$ cat config.mk
export PLATFORM = sky130hd
export DESIGN_NAME = im_loader
export DESIGN_NICKNAME = d
export VERILOG_FILES = /design/src/rtl/im_loader_pkg.sv /design/src/rtl/im_loader_timeout.sv /design/src/rtl/im_loader.sv
export SDC_FILE = /design/constraint.sdc
export NUM_CORES = 1
export LEC_CHECK = 0
export CORE_MARGIN = 1.5
export CORE_UTILIZATION = 50
export DETAILED_ROUTE_END_ITERATION = 10
export MAX_ROUTING_LAYER = met4
export PLACE_DENSITY = 0.78
export SKIP_LAST_GASP = 1
export SYNTH_ARGS = -nofsm -noshare
export SYNTH_HDL_FRONTEND = slang
export SYNTH_SLANG_ARGS = --single-unit
export TNS_END_PERCENT = 1
$ cat constraint.sdc
create_clock -name clk -period 3.7 [get_ports clk]
set_input_delay 1.11 -clock clk [delete_from_list [all_inputs] [get_ports clk]]
set_output_delay 1.11 -clock clk [all_outputs]
set_load 0.01 [all_outputs]
$ cat src/rtl/im_loader_pkg.sv
// Shared types and constants for the instruction-memory boot loader.
// The VERIFY state exists only when IM_LOADER_VERIFY_EN is defined.
package im_loader_pkg;

  localparam logic [7:0] SYNC_BYTE_DEF  = 8'hA5;
  localparam int         LEN_W          = 16;
  localparam int         BYTES_PER_WORD = 2;

  typedef enum logic [3:0] {
    ST_IDLE,
    ST_LEN_LO,
    ST_LEN_HI,
    ST_DATA_LO,
    ST_DATA_HI,
    ST_CSUM,
`ifdef IM_LOADER_VERIFY_EN
    ST_VERIFY,
`endif
    ST_DONE,
    ST_ERR
  } state_t;

endpackage

$ cat src/rtl/im_loader_timeout.sv
// Inter-byte watchdog: 'load' rearms the count, 'clear' disarms it, and
// 'expired' is raised once an armed count has run down to zero.
module im_loader_timeout #(
  parameter int CYCLES = 1_000_000
) (
  input  logic clk,
  input  logic reset,
  input  logic load,
  input  logic clear,
  output logic expired
);

  localparam int CW = $clog2(CYCLES);

  logic [CW-1:0] count;
  logic          armed;

  // A load has priority so the byte that starts a frame also arms the timer.
  always_ff @(posedge clk or posedge reset) begin
    if (reset) begin
      count <= '0;
      armed <= 1'b0;
    end else if (load) begin
      count <= CW'(CYCLES - 1);
      armed <= 1'b1;
    end else if (clear) begin
      armed <= 1'b0;
    end else if (armed && count != '0) begin
      count <= count - 1'b1;
    end
  end

  assign expired = armed && (count == '0);

endmodule

$ cat src/rtl/im_loader.sv
// Boot loader: parses SYNC/LEN/data/CSUM frames from the UART and writes the
// instruction memory. Define IM_LOADER_VERIFY_EN to add a read-back check.
module im_loader
  import im_loader_pkg::*;
#(
  parameter int          ADDR_W         = 12,
  parameter int          DATA_W         = 16,
  parameter logic [7:0]  SYNC_BYTE      = SYNC_BYTE_DEF,
  parameter int          TIMEOUT_CYCLES = 1_000_000
) (
  input  logic              clk,
  input  logic              reset,
  input  logic [7:0]        rx_data,
  input  logic              rx_valid,
  output logic              ram_ce,
  output logic              ram_oce,
  output logic              ram_wre,
  output logic [ADDR_W-1:0] ram_ad,
  output logic [DATA_W-1:0] ram_din,
  input  logic [DATA_W-1:0] ram_dout,
  output logic              cpu_hold,
  output logic              busy,
  output logic              done,
  output logic              error
);

  localparam int               WORD_W  = BYTES_PER_WORD * 8;
  localparam logic [LEN_W:0]   MAX_LEN = (LEN_W + 1)'(2 ** ADDR_W);

  state_t            state;
  logic [7:0]        len_lo;
  logic [7:0]        lo_byte;
  logic [7:0]        csum;
  logic [ADDR_W:0]   word_idx;
  logic [ADDR_W:0]   n_words;
  logic [LEN_W-1:0]  len_next;
  logic              len_bad;
  logic [ADDR_W:0]   idx_next;
  logic [WORD_W-1:0] word_asm;
  logic              active;
  logic              tmo_expired;

  always_comb begin
    len_next = {rx_data, len_lo};
    len_bad  = (len_next == '0) || ({1'b0, len_next} > MAX_LEN);
    idx_next = word_idx + 1'b1;
    word_asm = {rx_data, lo_byte};
    active   = state inside {ST_LEN_LO, ST_LEN_HI, ST_DATA_LO, ST_DATA_HI, ST_CSUM};
  end

  im_loader_timeout #(.CYCLES(TIMEOUT_CYCLES)) u_timeout (
    .clk     (clk),
    .reset   (reset),
    .load    (rx_valid),
    .clear   (!active),
    .expired (tmo_expired)
  );

`ifdef IM_LOADER_VERIFY_EN
  logic [ADDR_W:0] rd_idx;
  logic [ADDR_W:0] smp_cnt;
  logic [7:0]      vsum;
  logic [7:0]      vsum_next;
  logic            rd_pend;

  always_comb begin
    vsum_next = vsum + ram_dout[7:0] + ram_dout[15:8];
  end
`else
  logic unused_dout;
  assign unused_dout = ^ram_dout;
  assign ram_oce     = 1'b0;
`endif

  // Single FSM; RAM strobes default low every cycle and are raised for one clock.
  always_ff @(posedge clk or posedge reset) begin
    if (reset) begin
      state    <= ST_IDLE;
      ram_ce   <= 1'b0;
      ram_wre  <= 1'b0;
      ram_ad   <= '0;
      ram_din  <= '0;
      cpu_hold <= 1'b1;
      busy     <= 1'b0;
      done     <= 1'b0;
      error    <= 1'b0;
      len_lo   <= '0;
      lo_byte  <= '0;
      csum     <= '0;
      word_idx <= '0;
      n_words  <= '0;
`ifdef IM_LOADER_VERIFY_EN
      ram_oce  <= 1'b0;
      rd_idx   <= '0;
      smp_cnt  <= '0;
      vsum     <= '0;
      rd_pend  <= 1'b0;
`endif
    end else begin
      ram_ce  <= 1'b0;
      ram_wre <= 1'b0;
`ifdef IM_LOADER_VERIFY_EN
      ram_oce <= 1'b0;
      rd_pend <= ram_ce && ram_oce;
`endif
      unique case (state)
        ST_IDLE, ST_DONE, ST_ERR: begin
          if (state == ST_DONE) begin
            done     <= 1'b1;
            busy     <= 1'b0;
            cpu_hold <= 1'b0;
          end else if (state == ST_ERR) begin
            error    <= 1'b1;
            busy     <= 1'b0;
            cpu_hold <= 1'b1;
          end
          state <= ST_IDLE;
          if (rx_valid && rx_data == SYNC_BYTE) begin
            state    <= ST_LEN_LO;
            busy     <= 1'b1;
            cpu_hold <= 1'b1;
            done     <= 1'b0;
            error    <= 1'b0;
          end
        end
`ifdef IM_LOADER_VERIFY_EN
        // Reads are issued one per clock; data returns two edges after issue.
        ST_VERIFY: begin
          if (rd_idx != n_words) begin
            ram_ce  <= 1'b1;
            ram_oce <= 1'b1;
            ram_ad  <= rd_idx[ADDR_W-1:0];
            rd_idx  <= rd_idx + 1'b1;
          end
          if (rd_pend) begin
            vsum    <= vsum_next;
            smp_cnt <= smp_cnt + 1'b1;
            if (smp_cnt + 1'b1 == n_words)
              state <= (vsum_next == csum) ? ST_DONE : ST_ERR;
          end
        end
`endif
        default: begin
          if (rx_valid) begin
            case (state)
              ST_LEN_LO: begin
                len_lo <= rx_data;
                state  <= ST_LEN_HI;
              end
              ST_LEN_HI: begin
                if (len_bad) begin
                  state <= ST_ERR;
                end else begin
                  n_words  <= len_next[ADDR_W:0];
                  word_idx <= '0;
                  csum     <= '0;
                  state    <= ST_DATA_LO;
                end
              end
              ST_DATA_LO: begin
                lo_byte <= rx_data;
                csum    <= csum + rx_data;
                state   <= ST_DATA_HI;
              end
              ST_DATA_HI: begin
                csum     <= csum + rx_data;
                ram_ce   <= 1'b1;
                ram_wre  <= 1'b1;
                ram_ad   <= word_idx[ADDR_W-1:0];
                ram_din  <= DATA_W'(word_asm);
                word_idx <= idx_next;
                state    <= (idx_next == n_words) ? ST_CSUM : ST_DATA_LO;
              end
              ST_CSUM: begin
                if (rx_data != csum) begin
                  state <= ST_ERR;
                end else begin
`ifdef IM_LOADER_VERIFY_EN
                  state   <= ST_VERIFY;
                  ram_ce  <= 1'b1;
                  ram_oce <= 1'b1;
                  ram_ad  <= '0;
                  rd_idx  <= {{ADDR_W{1'b0}}, 1'b1};
                  smp_cnt <= '0;
                  vsum    <= '0;
`else
                  state <= ST_DONE;
`endif
                end
              end
              default: ;
            endcase
          end else if (tmo_expired) begin
            state <= ST_ERR;
          end
        end
      endcase
    end
  end

endmodule

; Yosys cells after proc, flatten, opt, wreduce, memory -nomap -nowiden
; Index checks and enable logic that the tools add are counted.
[totals]
register_bits = 108
elab_cells = 95
[op_classes]
add_sub_neg = 3
order_cmp = 1
eq_ne = 14
n_mux = 30
bitwise = 2
n_reduce_logical = 30
[op_table]
columns = cell, count
row1 = $mux W20, 3
row2 = $pmux W13 S2, 1
row3 = $logic_not A20 Y1, 1
row4 = $pmux W4 S5, 1
row5 = $reduce_bool A20 Y1, 1
row6 = $sub A20 B1 Y20 const B, 1
row7 = $mux W1, 17
row8 = $eq A4 B3 Y1 const B, 4
row9 = $gt A16 B13 Y1 const B, 1
row10 = $logic_not A16 Y1, 1
row11 = $pmux W8 S2, 1
row12 = $add A13 B1 Y13 const B, 1
row13 = $eq A13 B13 Y1, 1
row14 = $mux W13, 1
row15 = $mux W4, 3
row16 = $reduce_and A3 Y1, 4
row17 = $reduce_and A4 Y1, 3
row18 = $reduce_bool A2 Y1, 6
row19 = $add A8 B8 Y8, 1
row20 = $eq A4 B2 Y1 const B, 2
row21 = $eq A8 B8 Y1 const B, 1
row22 = $mux W8, 1
row23 = $ne A8 B8 Y1, 1
row24 = $reduce_and A2 Y1, 4
row25 = other kinds (13), 19

; Longest topological paths before layout
[logic_depth]
ltp_word = 6
mapped_depth = 9
mapped_depth_nobuf = 9

; By module
; Synthesis repeated with hierarchy kept, for this count alone.
[hier_totals]
cells_unflattened = 583
area_unflattened_um2 = 5562.8
[by_module_without_submodules]
columns = module, n_inst, cells_per_inst, area_per_inst_um2
row1 = im_loader, 1, 452, 4345.4
row2 = im_loader_timeout, 1, 131, 1217.4

; Worst setup path after synthesis
; No wires, ideal clock.
[synth_path]
path_type = input-to-reg
from = in rx_data[0]
to = reg csum[6]
arrival_ns = 2.587
t_required_ns = 3.578
setup_slack_ns = 0.991
cell_stages = 9
path_cell_list = ha_1 > inv_1 > fa_1 > nor2b_1 > o21ai_0 > a21boi_0 > o21a_1 > or3_1 > a32o_1
[synth_via]
elab_chain_cells = 4
word_cells_on_any_way = 7
classes_between = 1 x add/sub / 1 x order compare / 1 x eq/ne / 1 x mux / 3 x reduce/logical
[synth_lines]
columns = item, line_no
row1 = "start, declared", im_loader.sv:13  ; input logic [7:0] rx_data,
row2 = $gt A16 B13 Y1 / $logic_not A16 Y1 (equally long branches), im_loader.sv:45  ; len_bad = (len_next == '0) || ({1'b0, len_next} > MAX_LEN);
row3 = $logic_or A1 B1 Y1, im_loader.sv:45
row4 = $ne A2 B2 Y1 (no line), --
row5 = $reduce_and A4 Y1 (no line), --
row6 = "end signal, assigned", im_loader.sv:162  ; csum <= csum + rx_data;
row7 = "end signal, assigned", im_loader.sv:166  ; csum <= csum + rx_data;
row8 = "end, declared", im_loader.sv:33  ; logic [7:0] csum;
; Several ways; a longest one is shown, not always the timed one.
; A chain may end at the register's enable or synchronous reset.

; Worst setup path after layout
[layout_path]
from = in rx_data[0]
to = reg word_idx[9]
[layout_via]
elab_chain_cells = 4
word_cells_on_any_way = 5
classes_between = 1 x order compare / 1 x eq/ne / 3 x reduce/logical
[layout_lines]
columns = item, line_no
row1 = $gt A16 B13 Y1 / $logic_not A16 Y1 (equally long branches), im_loader.sv:45
row2 = $logic_or A1 B1 Y1 *, im_loader.sv:45
row3 = $ne A2 B2 Y1 (no line) *, --
row4 = $reduce_and A4 Y1 (no line) *, --
row5 = "end signal, assigned", im_loader.sv:171  ; word_idx <= idx_next;
row6 = "end, declared", im_loader.sv:34  ; logic [ADDR_W:0] word_idx;
; Every way passes the cells marked *; elsewhere a longest branch is shown, timed or not.

==> results.txt <==
result of the run: finished, final reports clean
Top-Level Pins: 62
Worst Reg2Reg Path Length in Cells: 7
total clock buffers created by CTS: 9
FFs w/ async S/R, synth: 100%
WL per Instance: 15.9 microns
clock buffer depth: 2
Final Skew: 0.0100 ns
slowest stage cell, crit path: sky130_fd_sc_hd__a31oi_1
chip height: 107 microns
number of placed cells counting well taps: 719
quantity of I/O buffers inserted on ports: 44
max-slew violation count: 0
quantity of gates resized following cts: 0
TritonCTS Sinks: 107
peak supply drop: 386 uV
effective utilization at floorplan: 51.8%
highest clock rate: 296 MHz
max capacitance violation total: 0
number of vias per cell after detailed routing: 5.79
worst r2r src: word_idx[0]
endpoint required time on the critical path: 3.99 ns
initial antenna violation count: 0
relative slew slack: 22.4%
type of the setup path with the least slack: in2reg
DRC violation count after routing: 0
standby leakage power: 2.65 nW
worst setup path endpoint: word_idx[9]
first-pass GRT wire length: 20,200 microns
drt pass-1 iters: 5
biggest cell delay along the critical path: 0.94 ns
Yosys warning count: 0
setup violators final: 0
placeable core area: 10,400 sq um
Tightest Hold Check Type: reg2reg
cells after synthesis: 558
Critical Path Source Type: input pin
HPWL Detailed: 7970 microns
Post-synth EDFFs: 0
arrival time worst endpoint: 3.66 ns
crit path capture type: flip-flop
number of library cell types mapped by synthesis: 56
most frequent cells in the layout: sky130_fd_sc_hd__nand2_1, sky130_fd_sc_hd__dfrtp_1, sky130_fd_sc_hd__clkdlybuf4s50_1, sky130_fd_sc_hd__o21ai_0, sky130_fd_sc_hd__nor2_1
setup slack of the worst register-to-register path: 0.99 ns
clock-pin slew of the registers on the worst-case setup and hold paths: 0.11 ns
buffer cell driving the clock tree root: sky130_fd_sc_hd__clkbuf_8
share of the yosys chip area belonging to registers: 49.8%
clock latency reported for the late side of the worst-skew pair: 0.38 ns
cts-stage hold buffer count: 0
post-synthesis instance area: 5380 sq um
layout net count: 631
total die area: 11,400 sq um
Cell Area, Placed: 5960 sq um
area growth from synthesis to final layout: 14.5%
total vias in the final route: 4,258
Post-DRT Antenna Nets: 0
share of post-route cells with drive strength above 1: 10.9%
CTS tree: done
worst path cell trace: clkdlybuf4s50_1 > nor4_1 > nand3_1 > xor2_1 > a31oi_1 > o21ai_0 > o31ai_1
number of hold violations in the final report: 0
power density over cell area: 626 nW/um^2
CP max FO: 13
clock period minus worst slack: 3.37 ns
gp weighted congestion: 0.912
top_reg_cell synth: sky130_fd_sc_hd__dfrtp_1
site row count: 37
global-route usage over all layers: 23.0%
Reg2Reg Capture Point: state[2]
vias in the first global route: 4,260
Max H-tree Level: 3
launch point of the worst path: rx_data[0]
synthesized area per cell: 9.63 sq um
post-route cell area: 6150 sq um
Tightest Pin Transition: 1.16 ns
RSZ-0062 raised after global routing: false
syn nets: 595
number of standard cells in the final layout excluding fillers: 735
DR iter-0 viols: 339
commonest non-fill, non-tap cell in the layout: sky130_fd_sc_hd__nand2_1
routed wire length: 11,700 microns
antenna diode count: 0
overflow left after global routing: 0
pin count of the biggest net entering global routing: 64
final period utilization: 91.2%
synthesis-stage register bit count: 107
Die X: 107 microns
number of post-CTS setup repair buffers: 0
-- power by group --
group / switching, mW / total, mW / internal (mW)
registers: 0.299 / 1.79 / 1.49
clock network: 0.438 / 0.720 / 0.282
logic: 0.678 / 1.35 / 0.669
total: 1.42 / 3.86 / 2.44
-- worst min-delay path by stage --
| stage | start | endpoint | slack [ns] | depth (start not counted) |
|---|---|---|---|---|
| after floorplan | lo_byte[0] | ram_din[0] | 0.43 | 2 |
| after global placement | lo_byte[3] | ram_din[3] | 0.44 | 2 |
| after detailed placement | lo_byte[6] | ram_din[6] | 0.45 | 2 |
| after CTS | lo_byte[6] | ram_din[6] | 0.48 | 2 |
| after global routing | lo_byte[7] | ram_din[7] | 0.51 | 2 |
| final | lo_byte[6] | ram_din[6] | 0.48 | 2 |
-- Yosys cell counts, types with 4 or more instances --
library cell | instances | area, sq um
sky130_fd_sc_hd__or3_1 | 7 | 43.8
sky130_fd_sc_hd__mux2_2 | 27 | 304
sky130_fd_sc_hd__nor2_1 | 30 | 113
sky130_fd_sc_hd__nand4_1 | 4 | 25.0
sky130_fd_sc_hd__o21ai_0 | 35 | 175
sky130_fd_sc_hd__xnor2_1 | 24 | 210
sky130_fd_sc_hd__inv_1 | 14 | 52.6
sky130_fd_sc_hd__o31ai_1 | 9 | 67.6
sky130_fd_sc_hd__nor3_1 | 14 | 70.1
sky130_fd_sc_hd__nand2_1 | 119 | 447
sky130_fd_sc_hd__and3_1 | 8 | 50.1
sky130_fd_sc_hd__clkbuf_1 | 18 | 67.6
sky130_fd_sc_hd__dfrtp_1 | 106 | 2650
sky130_fd_sc_hd__ha_1 | 9 | 113
sky130_fd_sc_hd__buf_2 | 11 | 55.1
sky130_fd_sc_hd__a21oi_1 | 16 | 80.1
sky130_fd_sc_hd__nand2b_1 | 4 | 25.0
sky130_fd_sc_hd__nor4_1 | 14 | 87.6
sky130_fd_sc_hd__a31oi_1 | 5 | 31.3
sky130_fd_sc_hd__nand3_1 | 14 | 70.1
sky130_fd_sc_hd__xor2_1 | 14 | 123
-- stage by stage --
stage / setup TNS (ns) / setup WS, ns / hold WS (ns) / total power, mW / util, %
global route: 0 / 0.0912 / 0.511 / 4.12 / 59.4
global placement: 0 / 0.130 / 0.444 / 3.08 / 57.5
CTS: 0 / 0.347 / 0.478 / 3.86 / 59.4
floorplan: 0 / 0.991 / 0.433 / 2.67 / -
finish: 0 / 0.327 / 0.477 / 3.86 / 59.4
detailed placement: -0.0848 / -0.0304 / 0.453 / 3.15 / 57.5
-- per-layer routing --
metal	track usage (%)	wire length, microns	vias to the layer above
met3	3.28	452	21
met2	35.0	5640	114
met1	31.0	5310	2104
li1	-	-	2019
met5	-	0	-
met4	10.4	250	0
-- critical path, delay by kind of cell --
family | cells | cell delay, ns
buffers and inverters | 1 | 0.57
AND/OR/NAND/NOR | 2 | 0.50
XOR/XNOR | 1 | 0.18
AO/OA/AOI/OAI | 3 | 1.30
-- layout make-up --
| cell class | count | area [sq um] |
|---|---|---|
| clock buffer | 11 | 141 |
| clock inverter | 5 | 53.8 |
| fill | 894 | 4220 |
| inverter | 15 | 60.1 |
| multi-input combinational | 405 | 2510 |
| sequential | 107 | 2680 |
| tap | 136 | 170 |
| timing repair buffer | 56 | 543 |
-- sequential cells by signal, summed over array words and instances, names as in the netlist --
name / cells
u_timeout.count: 20
ram_din: 16
n_words: 13
word_idx: 13
ram_ad: 12
csum: 8
len_lo: 8
lo_byte: 8
state: 3
busy: 1
cpu_hold: 1
done: 1
error: 1
ram_wre: 1
u_timeout.armed: 1
-- cells by family after synthesis --
logic type,after synthesis,synth area share (%)
buffers and inverters,46,3.61
adders and majority gates,10,2.47
DFF,107,49.8
xor gates and xnor gates,38,6.19
muxes,28,5.84
AOI/OAI and AO/OA,93,11.2
and+or+nand+nor,235,20.8
other,1,0.0698
Note: power is estimated with default switching activity, not from simulation.
==> edit: new RTL, same settings <==
Register the output `ram_din` once more, cleared by the reset; this adds one clock of latency there. The other outputs are not delayed to match.
--- a/src/rtl/im_loader.sv
+++ b/src/rtl/im_loader.sv
@@ -28,4 +28,6 @@
   localparam logic [LEN_W:0]   MAX_LEN = (LEN_W + 1)'(2 ** ADDR_W);
 
+  logic [DATA_W-1:0] ram_din_s0;
+
   state_t            state;
   logic [7:0]        len_lo;
@@ -80,5 +82,5 @@
       ram_wre  <= 1'b0;
       ram_ad   <= '0;
-      ram_din  <= '0;
+      ram_din_s0 <= '0;
       cpu_hold <= 1'b1;
       busy     <= 1'b0;
@@ -168,5 +170,5 @@
                 ram_wre  <= 1'b1;
                 ram_ad   <= word_idx[ADDR_W-1:0];
-                ram_din  <= DATA_W'(word_asm);
+                ram_din_s0 <= DATA_W'(word_asm);
                 word_idx <= idx_next;
                 state    <= (idx_next == n_words) ? ST_CSUM : ST_DATA_LO;
@@ -199,4 +201,12 @@
   end
 
+  always_ff @(posedge clk or posedge reset) begin
+    if (reset) begin
+      ram_din <= '0;
+    end else begin
+      ram_din <= ram_din_s0;
+    end
+  end
+
 endmodule
 
Function: changed (a bounded check fails within 10 cycles, from zero or initial values and one cycle with reset high).
==> edit against the original RTL <==
Sequential share of layout area grew 0.41 points. Register-to-register slack better by 0.21 ns. Area after synthesis is 8.1% higher. Core utilization increased by 2.3 points. Cell area increased by 14%. Sequential cell count increased by 16. Routed wire length rose by 8.7%. Total power grew 34%. Synthesized cell count grew 2.2%. Sequential power grew 17%. Setup slack better by 0.29 ns. Largest power group unchanged.
==> edit: results (changes against the original RTL) <==
* Status: finished clean (unchanged)
* Net Count, Synth at 607 (was 595)
* Largest net degree at the start of global routing at 91 (was 64)
* Synth Flop Type: dfrtp_1 (unchanged)
* Crit-path max cell delay at 0.60 ns (was 0.94 ns)
* Top post-synthesis cells by area: dfrtp_1 (53%), nand2_1 (7.1%), mux2_2 (5.2%) (was dfrtp_1 (49%), nand2_1 (8.3%), mux2_2 (5.7%))
* Clk_skew at 0.006946 ns (was 0.009997 ns)
* Delay-heaviest family, CP: compound AO/OA/AOI/OAI gates (unchanged)
* Post-DR vias/cell at 5.673 (was 5.793)
* Fill count at 908 (was 894)
* Initial DRC count at 316 (was 339)
* Number of diodes at 0 (unchanged)
* Slowest CP cell: clkdlybuf4s50_1 (was a31oi_1)
* Hold Crit Class: reg2reg (unchanged)
* # H-tree levels at 4 (was 3)
* Biggest regs: u_timeout.count x20, ram_din x16, ram_din_s0 x16 (was u_timeout.count x20, ram_din x16)
* Ys async rst share at 100.0% (unchanged)
* Clk buf depth at 2 (unchanged)
* Detailed placement HPWL at 8.411 mm (was 7.967 mm)
* Final Net Count at 657 (was 631)
* Ratio of cells with drive above 1 in the final layout at 14.53% (was 10.85%)
* Reg-to-reg slack, setup at 1.20 ns (was 0.99 ns)
* First-pass GRT wire length at 21.63 mm (was 20.22 mm)
* Sequential fraction of the synthesis area at 53.00% (was 49.84%)
* Leakage at 3.105 nW (was 2.652 nW)
* Post-route antenna net violation count at 0 (unchanged)
* Number of port buffers at 44 (unchanged)
* Synth top cells by count: dfrtp_1 (122), nand2_1 (110), o21ai_0 (36) (was nand2_1 (119), dfrtp_1 (106), o21ai_0 (35))
* GRT Total Usage at 22.92% (was 23.03%)
* Initial antenna violation count at 0 (unchanged)
* Vias in the first global route at 4381 (was 4260)
* Count of cell types in the netlist at 63 (was 56)
* Slew @ Worst Pin at 0.6681 ns (was 1.159 ns)
* Worst Path Max Fanout at 5 (was 13)
* DR pass1 iterations at 4 (was 5)
* Synth Warn # at 0 (unchanged)
* Root Driver: clkbuf_16 (was clkbuf_8)
* DR WL/cell at 16.33 um (was 15.85 um)
* Total CTS buffers at 17 (was 9)
* WP data arrival at 3.38 ns (was 3.66 ns)
* VDD IR max at 0.5505 mV (was 0.3861 mV)
* Placer Congestion at 0.8541 (was 0.9120)
* CTS clock-pin slew for the worst setup and hold paths at 0.06 ns (was 0.11 ns)
* Clock latency on the worst-skew pair at 0.42 ns (was 0.38 ns)
-- edit: report_power, final --
| group | switching [W] | internal (W) | leakage, nW |
|---|---|---|---|
| combinational | 0.000740 | 0.000736 | 1.28 |
| clock | 0.000685 | 0.000894 | 0.277 |
| sequential | 0.000332 | 0.00177 | 1.55 |
| total | 0.00176 | 0.00339 | 3.11 |
-- edit: metal layers --
layer | up-vias | global-route usage [%] | share of wire, %
li1 | 2092 | - | -
met4 | 0 | 8.547 | 1.7
met3 | 21 | 5.139 | 4.1
met1 | 2179 | 28.68 | 44
met5 | - | - | 0
met2 | 110 | 36.75 | 50
-- edit: layout make-up --
type                       count  share of cell area [%]
clock inverter                15                   2.089
inverter                      13                  0.7499
timing repair buffer          60                   8.177
multi-input combinational    405                   36.42
clock buffer                  17                   6.070
tap                          143                   2.553
sequential                   123                   43.94
-- edit: final timing paths --
path,from,to,cells after the start
setup / recovery,rx_data[1],csum[6]$_DFFE_PP0P_,9
hold / removal,ram_din_s0[8]$_DFFE_PP0P_,ram_din[8]$_DFF_PP0_,0
setup reg to reg,word_idx[0]$_DFFE_PP0P_,state[1]$_DFFE_PP0P_,7
max in group asynchronous,reset,cpu_hold$_DFFE_PP1P_,3
hold reg to reg,ram_din_s0[8]$_DFFE_PP0P_,ram_din[8]$_DFF_PP0_,0
min in group asynchronous,reset,word_idx[4]$_DFFE_PP0P_,3
-- edit: repair_timing --
item	CTS	global route
setup buffers	0	0
endpoints found under the hold margin	0	0
setup endpoints to repair	0	1
gates resized for setup	0	1
-- edit: cell families (layout without fill, tap and decap cells) --
family | after synthesis | in the layout | synth area share (%)
buf+inv | 42 | 105 | 3.166
mux | 27 | 27 | 5.234
simple gates | 241 | 241 | 21.02
xor+xnor | 33 | 33 | 4.975
compound gates | 93 | 93 | 10.25
flops | 123 | 123 | 53.00
other cells | 1 | 1 | 0.06455
fa+ha+maj | 10 | 10 | 2.283
-- edit: through the flow --
stage / cell area (um^2) / hold slack [ns] / cells / setup slack (ns)
finish: 7008 / 0.3755 / 776 / 0.6213
global route: 7008 / 0.3852 / 776 / 0.4832
CTS: 7002 / 0.3766 / 776 / 0.3098
detailed placement: 6430 / 0.3577 / 744 / -0.07637
global placement: 6430 / 0.3573 / 744 / -0.002308
floorplan: 5813 / 0.3535 / 570 / 0.9928
-- edit: worst reg2reg max path: stages, from the launching register on --
cell      delay, ns
dfrtp_1        0.48
ha_1           0.31
and3_4         0.20
and3_4         0.19
or3b_1         0.38
a211oi_2       0.35
a21oi_1        0.12
or3_1          0.35
